==> src/rtl/pwd_pkg.sv <==
// Shared definitions for the password keypad path: per-channel debounce
// states, the default debounce length and the one-hot key encoding that the
// downstream checker FSM also decodes.
package pwd_pkg;

    typedef enum logic [1:0] {
        IDLE  = 2'd0,
        PWAIT = 2'd1,
        DOWN  = 2'd2,
        RWAIT = 2'd3
    } ch_state_t;

    localparam int unsigned DB_CYCLES_DEF = 1_000_000;
    localparam int unsigned CNT_W_DEF     = 20;

    // One-hot key encoding; digit 0 sits on the most significant bit.
    localparam logic [3:0] KEY0 = 4'b1000;
    localparam logic [3:0] KEY1 = 4'b0100;
    localparam logic [3:0] KEY2 = 4'b0010;
    localparam logic [3:0] KEY3 = 4'b0001;

    // Channel i (btn_raw[i]) carries digit 3-i.
    function automatic logic [1:0] ch_to_digit(input logic [1:0] ch);
        return 2'd3 - ch;
    endfunction

    // Binary digit to the one-hot key code.
    function automatic logic [3:0] digit_to_key(input logic [1:0] digit);
        logic [3:0] key;
        case (digit)
            2'd0:    key = KEY0;
            2'd1:    key = KEY1;
            2'd2:    key = KEY2;
            default: key = KEY3;
        endcase
        return key;
    endfunction

endpackage

==> src/rtl/key_debounce_ch.sv <==
// Single-button conditioner: 2-flop synchroniser, debounce counter and a
// four-state press/release FSM. press_evt is a one-cycle strobe that rises
// on the cycle before the FSM enters DOWN, so the top-level register
// captures it at the same edge the channel becomes DOWN.
module key_debounce_ch
    import pwd_pkg::*;
#(
    parameter int unsigned DB_CYCLES = DB_CYCLES_DEF,
    parameter int unsigned CNT_W     = CNT_W_DEF
) (
    input  logic       clk,
    input  logic       rst,
    input  logic       btn_raw,
    output logic       press_evt,
    output logic       busy,
    output logic       level,
    output logic [1:0] state_dbg
);

    localparam logic [CNT_W-1:0] CNT_LAST = CNT_W'(DB_CYCLES - 1);

    logic             sync1;
    logic             sync2;
    ch_state_t        state;
    logic [CNT_W-1:0] cnt;

    // Bring the asynchronous button into the clock domain.
    always_ff @(posedge clk or negedge rst) begin
        if (!rst) begin
            sync1 <= 1'b0;
            sync2 <= 1'b0;
        end else begin
            sync1 <= btn_raw;
            sync2 <= sync1;
        end
    end

    // Debounce FSM; the counter is cleared on every state change so it never wraps.
    always_ff @(posedge clk or negedge rst) begin
        if (!rst) begin
            state <= IDLE;
            cnt   <= '0;
        end else begin
            case (state)
                IDLE: begin
                    if (sync2) begin
                        state <= PWAIT;
                        cnt   <= '0;
                    end
                end
                PWAIT: begin
                    if (!sync2) begin
                        state <= IDLE;
                        cnt   <= '0;
                    end else if (cnt == CNT_LAST) begin
                        state <= DOWN;
                        cnt   <= '0;
                    end else begin
                        cnt <= cnt + CNT_W'(1);
                    end
                end
                DOWN: begin
                    if (!sync2) begin
                        state <= RWAIT;
                        cnt   <= '0;
                    end
                end
                RWAIT: begin
                    if (sync2) begin
                        state <= DOWN;
                        cnt   <= '0;
                    end else if (cnt == CNT_LAST) begin
                        state <= IDLE;
                        cnt   <= '0;
                    end else begin
                        cnt <= cnt + CNT_W'(1);
                    end
                end
                default: begin
                    state <= IDLE;
                    cnt   <= '0;
                end
            endcase
        end
    end

    assign press_evt = (state == PWAIT) && sync2 && (cnt == CNT_LAST);
    assign busy      = (state != IDLE);
    assign level     = (state == DOWN) || (state == RWAIT);
    assign state_dbg = state;

endmodule

==> src/rtl/pwd_key_debounce.sv <==
// Keypad front end: four debounced channels plus a registered accept/encode
// stage. A press is passed on only when it is the sole event and no other
// button is anywhere in its press/release cycle; anything else raises
// multi_err for one cycle instead. ch_state exposes the four channel states
// (channel i in bits [2i+1:2i]) for observation.
module pwd_key_debounce
    import pwd_pkg::*;
#(
    parameter int unsigned DB_CYCLES = DB_CYCLES_DEF,
    parameter int unsigned CNT_W     = CNT_W_DEF
) (
    input  logic       clk,
    input  logic       rst,
    input  logic [3:0] btn_raw,
    output logic [3:0] s,
    output logic       key_valid,
    output logic [1:0] key_code,
    output logic       multi_err,
    output logic [3:0] held,
    output logic [7:0] ch_state
);

    logic [3:0] press_evt;
    logic [3:0] busy;
    logic [3:0] level;
    logic       accept;
    logic [1:0] evt_digit;

    for (genvar i = 0; i < 4; i++) begin : g_ch
        key_debounce_ch #(
            .DB_CYCLES (DB_CYCLES),
            .CNT_W     (CNT_W)
        ) u_ch (
            .clk       (clk),
            .rst       (rst),
            .btn_raw   (btn_raw[i]),
            .press_evt (press_evt[i]),
            .busy      (busy[i]),
            .level     (level[i]),
            .state_dbg (ch_state[2*i +: 2])
        );
    end

    assign held = level;

    // Accept only a lone press event with every other channel idle.
    always_comb begin
        evt_digit = 2'd0;
        for (int i = 0; i < 4; i++) begin
            if (press_evt[i]) evt_digit = ch_to_digit(2'(i));
        end
        accept = (press_evt != 4'd0)
              && ((press_evt & (press_evt - 4'd1)) == 4'd0)
              && ((busy & ~press_evt) == 4'd0);
    end

    // Registered key pulse / error pulse output stage.
    always_ff @(posedge clk or negedge rst) begin
        if (!rst) begin
            s         <= 4'd0;
            key_valid <= 1'b0;
            key_code  <= 2'd0;
            multi_err <= 1'b0;
        end else if (accept) begin
            s         <= digit_to_key(evt_digit);
            key_valid <= 1'b1;
            key_code  <= evt_digit;
            multi_err <= 1'b0;
        end else begin
            s         <= 4'd0;
            key_valid <= 1'b0;
            key_code  <= 2'd0;
            multi_err <= |press_evt;
        end
    end

endmodule

==> config.mk <==
export PLATFORM = sky130hd
export DESIGN_NAME = pwd_key_debounce
export DESIGN_NICKNAME = d
export VERILOG_FILES = /design/src/rtl/pwd_pkg.sv /design/src/rtl/key_debounce_ch.sv /design/src/rtl/pwd_key_debounce.sv
export SDC_FILE = /design/constraint.sdc
export NUM_CORES = 1
export LEC_CHECK = 0
export CORE_ASPECT_RATIO = 0.6
export CORE_MARGIN = 5
export CORE_UTILIZATION = 35
export DETAILED_ROUTE_END_ITERATION = 10
export DONT_BUFFER_PORTS = 1
export PLACE_DENSITY = 0.57
export SYNTH_ARGS = -nofsm -noshare
export SYNTH_HDL_FRONTEND = slang
export SYNTH_SLANG_ARGS = --single-unit
==> constraint.sdc <==
create_clock -name clk -period 2.2 [get_ports clk]
set_clock_uncertainty 0.05 [all_clocks]
set_input_delay 0.33 -clock clk [delete_from_list [all_inputs] [get_ports clk]]
set_output_delay 0.33 -clock clk [all_outputs]
set_load 0.05 [all_outputs]
==> key figures <==
STA
  • Normalized max-slew margin: 0.3167
  • Fin crit share: 1.015
  • RSZ-0062 raised after global routing: yes
  • Fmax: ~0.45 GHz
  • Hold WS: -0.3839 ns
  • Setup violators final: 1
  • Final min period: 2.232 ns
  • Min setup slack post-route: -0.03218 ns
  • Least-Margin Pin Slew: 1.021 ns
  • Slew Limit Fails: 0
  • Final Hold Vio Count: 104

Die
  • FP Rows: 35
  • DIE WIDTH: 173.4 um
  • DIE AREA: 0.01874 mm2
  • Die H: 108.1 um
  • Area of the core: roughly 0.016 mm2
  • Initial Utilization: 0.3607
  • Top-Level Pins: 26

Drt
  • Vias: 4,628
  • Via density: 5.483
  • First drt pass iteration count: 5
  • DRT iter0 DRCs: approximately 400
  • DR WL/cell: 15.64 um
  • Post-route ant nets: 0
  • DRC: 0
  • Routed WL: 13.20 mm

Synth
  • Synth unique cells: 63
  • Flop and latch count out of synthesis: 104
  • Synthesized area: approximately 0.0056 mm2
  • Asr flop ratio synth: 1.000
  • Mean Syn Cell Area: approximately 9 um2
  • Syn Nets: between 600 and 700
  • Synth warn: 0
  • Dominant synthesized flop cell: dfrtp_1
  • Number of synthesized flops with an enable pin: 0
  • Seq/Total Area, Yosys: 0.4641
  • Synth Instances: 611

Global routing
  • Pin count of the biggest net entering global routing: 105
  • Vias in the first global route: 4,360
  • Global Route Usage Sum: 0.1451
  • Global-route wire length before repair: ~23 mm
  • Grt ovf: 0
  • Initial antenna violation count: 0

Clocking
  • TritonCTS buffer count: 9
  • Max clock buf depth: 2
  • CTS tree: built
  • Max H-tree Level: 3
  • Clock latency on the worst-skew pair: 0.35 ns
  • Clk sinks: 104
  • Hold-fix buffers, CTS: 4
  • CTS Root Cell: clkbuf_16
  • Clock transition at path regs: 0.08 ns

Layout
  • Nets@finish: 646
  • Fin area: 0.006436 mm2
  • Layout cell share with drive strength beyond 1: 0.1529
  • Diode count: 0
  • Commonest non-fill, non-tap cell in the layout: dfrtp_1
  • Fin cells: approximately 840
  • Area growth syn-to-layout: 14.77%
  • Commonest non-fill, non-tap cells in the layout: 104 x dfrtp_1, 76 x nand2_1, 45 x buf_4

Placement
  • Hpwl dp: 9.102 mm
  • Area after DPL: roughly 0.006 mm2
  • Number of port buffers: 0
  • # placed instances: 819
  • Pre-CTS setup slack: 0.06655 ns
  • Final GP Congestion: between 0.8 and 0.9

Pwr
  • Peak supply drop: 0.3524 mV
  • Leak pwr: 0.002714 uW
  • Pwr dens: around 700 mW/mm2

Critical path
  • CP endpoint kind: register
  • R2R depth: 6
  • Crit path max-delay cell type: or4b_4
  • Worst Path Arrival: approximately 2.5 ns
  • Critical Path RT: 2.41 ns
  • Crit-path cells: or4b_4, nor4_4, buf_4, a22oi_2, mux2_4, a211oi_2
  • Crit path largest cell delay: 0.54 ns
  • Startpoint Class: register
  • R2R setup slack: -0.03 ns
  • Reg2Reg Launch Point: g_ch[3].u_ch.cnt[12]
  • Reg-to-reg endpoint: key_valid
  • Crit Path Category: reg -> reg
  • Critical path fanouts, max: 4

Flow run
  • Max_cap viols: 0

Min path
  • Worst Hold Class: in -> async

Run status
  • Failing checks: hold timing, setup timing
  • Status: finished, violations left
## registers in the layout, indices dropped and copies added, names as in the netlist, named ones only
name	cells
g_ch.u_ch.cnt	80
multi_err	1
g_ch.u_ch.state_dbg	4
g_ch.u_ch.sync2	4
s	4
g_ch.u_ch.sync1	4
key_valid	1
key_code	2
## worst max path at each step
stage	cells after the start	to	slack [ns]	start
4_1_cts	6	g_ch[1].u_ch.cnt[12]	0.05	g_ch[1].u_ch.cnt[11]
2_1_floorplan	6	g_ch[1].u_ch.cnt[16]	0.17	register
6_report	6	key_valid	-0.03	g_ch[3].u_ch.cnt[12]
3_5_place_dp	6	g_ch[1].u_ch.cnt[12]	0.07	g_ch[1].u_ch.cnt[11]
5_1_grt	6	key_valid	-0.09	g_ch[3].u_ch.cnt[12]
3_3_place_gp	6	g_ch[1].u_ch.cnt[10]	0.06	g_ch[1].u_ch.cnt[11]
## synth_stat cells (all sizes together) (10+ instances only)
library cell  number  share of area
and4              10          0.016
a22o              12          0.019
a21o              14          0.019
a21oi             44          0.040
a31oi             19          0.021
and2              12          0.014
buf               11          0.012
and3              16          0.018
nand3             38          0.034
clkbuf            24          0.016
mux2i             14          0.025
o21ai             33          0.029
nor3              12          0.012
nor2              37          0.025
nor4              12          0.022
nand2             76          0.051
inv               17          0.011
dfrtp            104           0.46
nand4             19          0.021
## power by group
group          switching [uW]  internal (uW)  total, uW  leakage, uW
registers                76.1           1980       2050      0.00142
logic                     485            272        758      0.00116
clock network             783            896       1680     0.000136
total                    1340           3150       4490      0.00271
## routing by layer
metal | global-route usage | share of wire | vias up
met5 | 0 | 0 | -
met4 | 0.02504 | 0.0067 | 0
met3 | 0.03843 | 0.051 | 10
met2 | 0.2160 | 0.43 | 80
met1 | 0.2147 | 0.51 | 2259
li1 | - | - | 2279
## cells by family after synthesis
group,count (synthesis),share of synthesized area
buffers and inverters,52,0.03905
multiplexers,20,0.03770
AND/OR/NAND/NOR,269,0.2613
adder cells (fa/ha/maj),5,0.01093
AO/OA/AOI/OAI,147,0.1651
XOR/XNOR,14,0.02187
flip-flops,104,0.4641
## repair_timing
action	in CTS	in global routing
resized for setup	0	10
setup buffers	0	5
hold endpoints to repair	108	104
endpoints found under the setup margin	0	26
## final cells by class
| type | count | area (um2) |
|---|---|---|
| multi-input combinational | 455 | 2833 |
| sequential | 104 | 2603 |
| tap | 203 | 254.0 |
| clock inverter | 7 | 80.08 |
| timing repair buffer | 49 | 377.9 |
| inverter | 17 | 63.81 |
| fill | 1508 | 9110 |
| clock buffer | 9 | 225.2 |
## per-stage QoR
stage	TNS (ns)	util	total power, uW
after CTS	0	0.4086	4522
after floorplan	0	-	2609
after detailed placement	0	0.3864	2826
final	-0.03218	0.4140	4490
after global routing	-0.1995	0.4140	4735
after global placement	0	0.3864	2809
## critical path: cells and delay by family, from the launching register on
| kind | cells | cell delay, ns |
|---|---|---|
| and+or+nand+nor | 2 | 0.91 |
| DFF | 1 | 0.40 |
| muxes | 1 | 0.32 |
| AOI/OAI and AO/OA | 2 | 0.27 |
| buffers and inverters | 1 | 0.20 |
No activity file was read; power rests on OpenSTA's default activity.
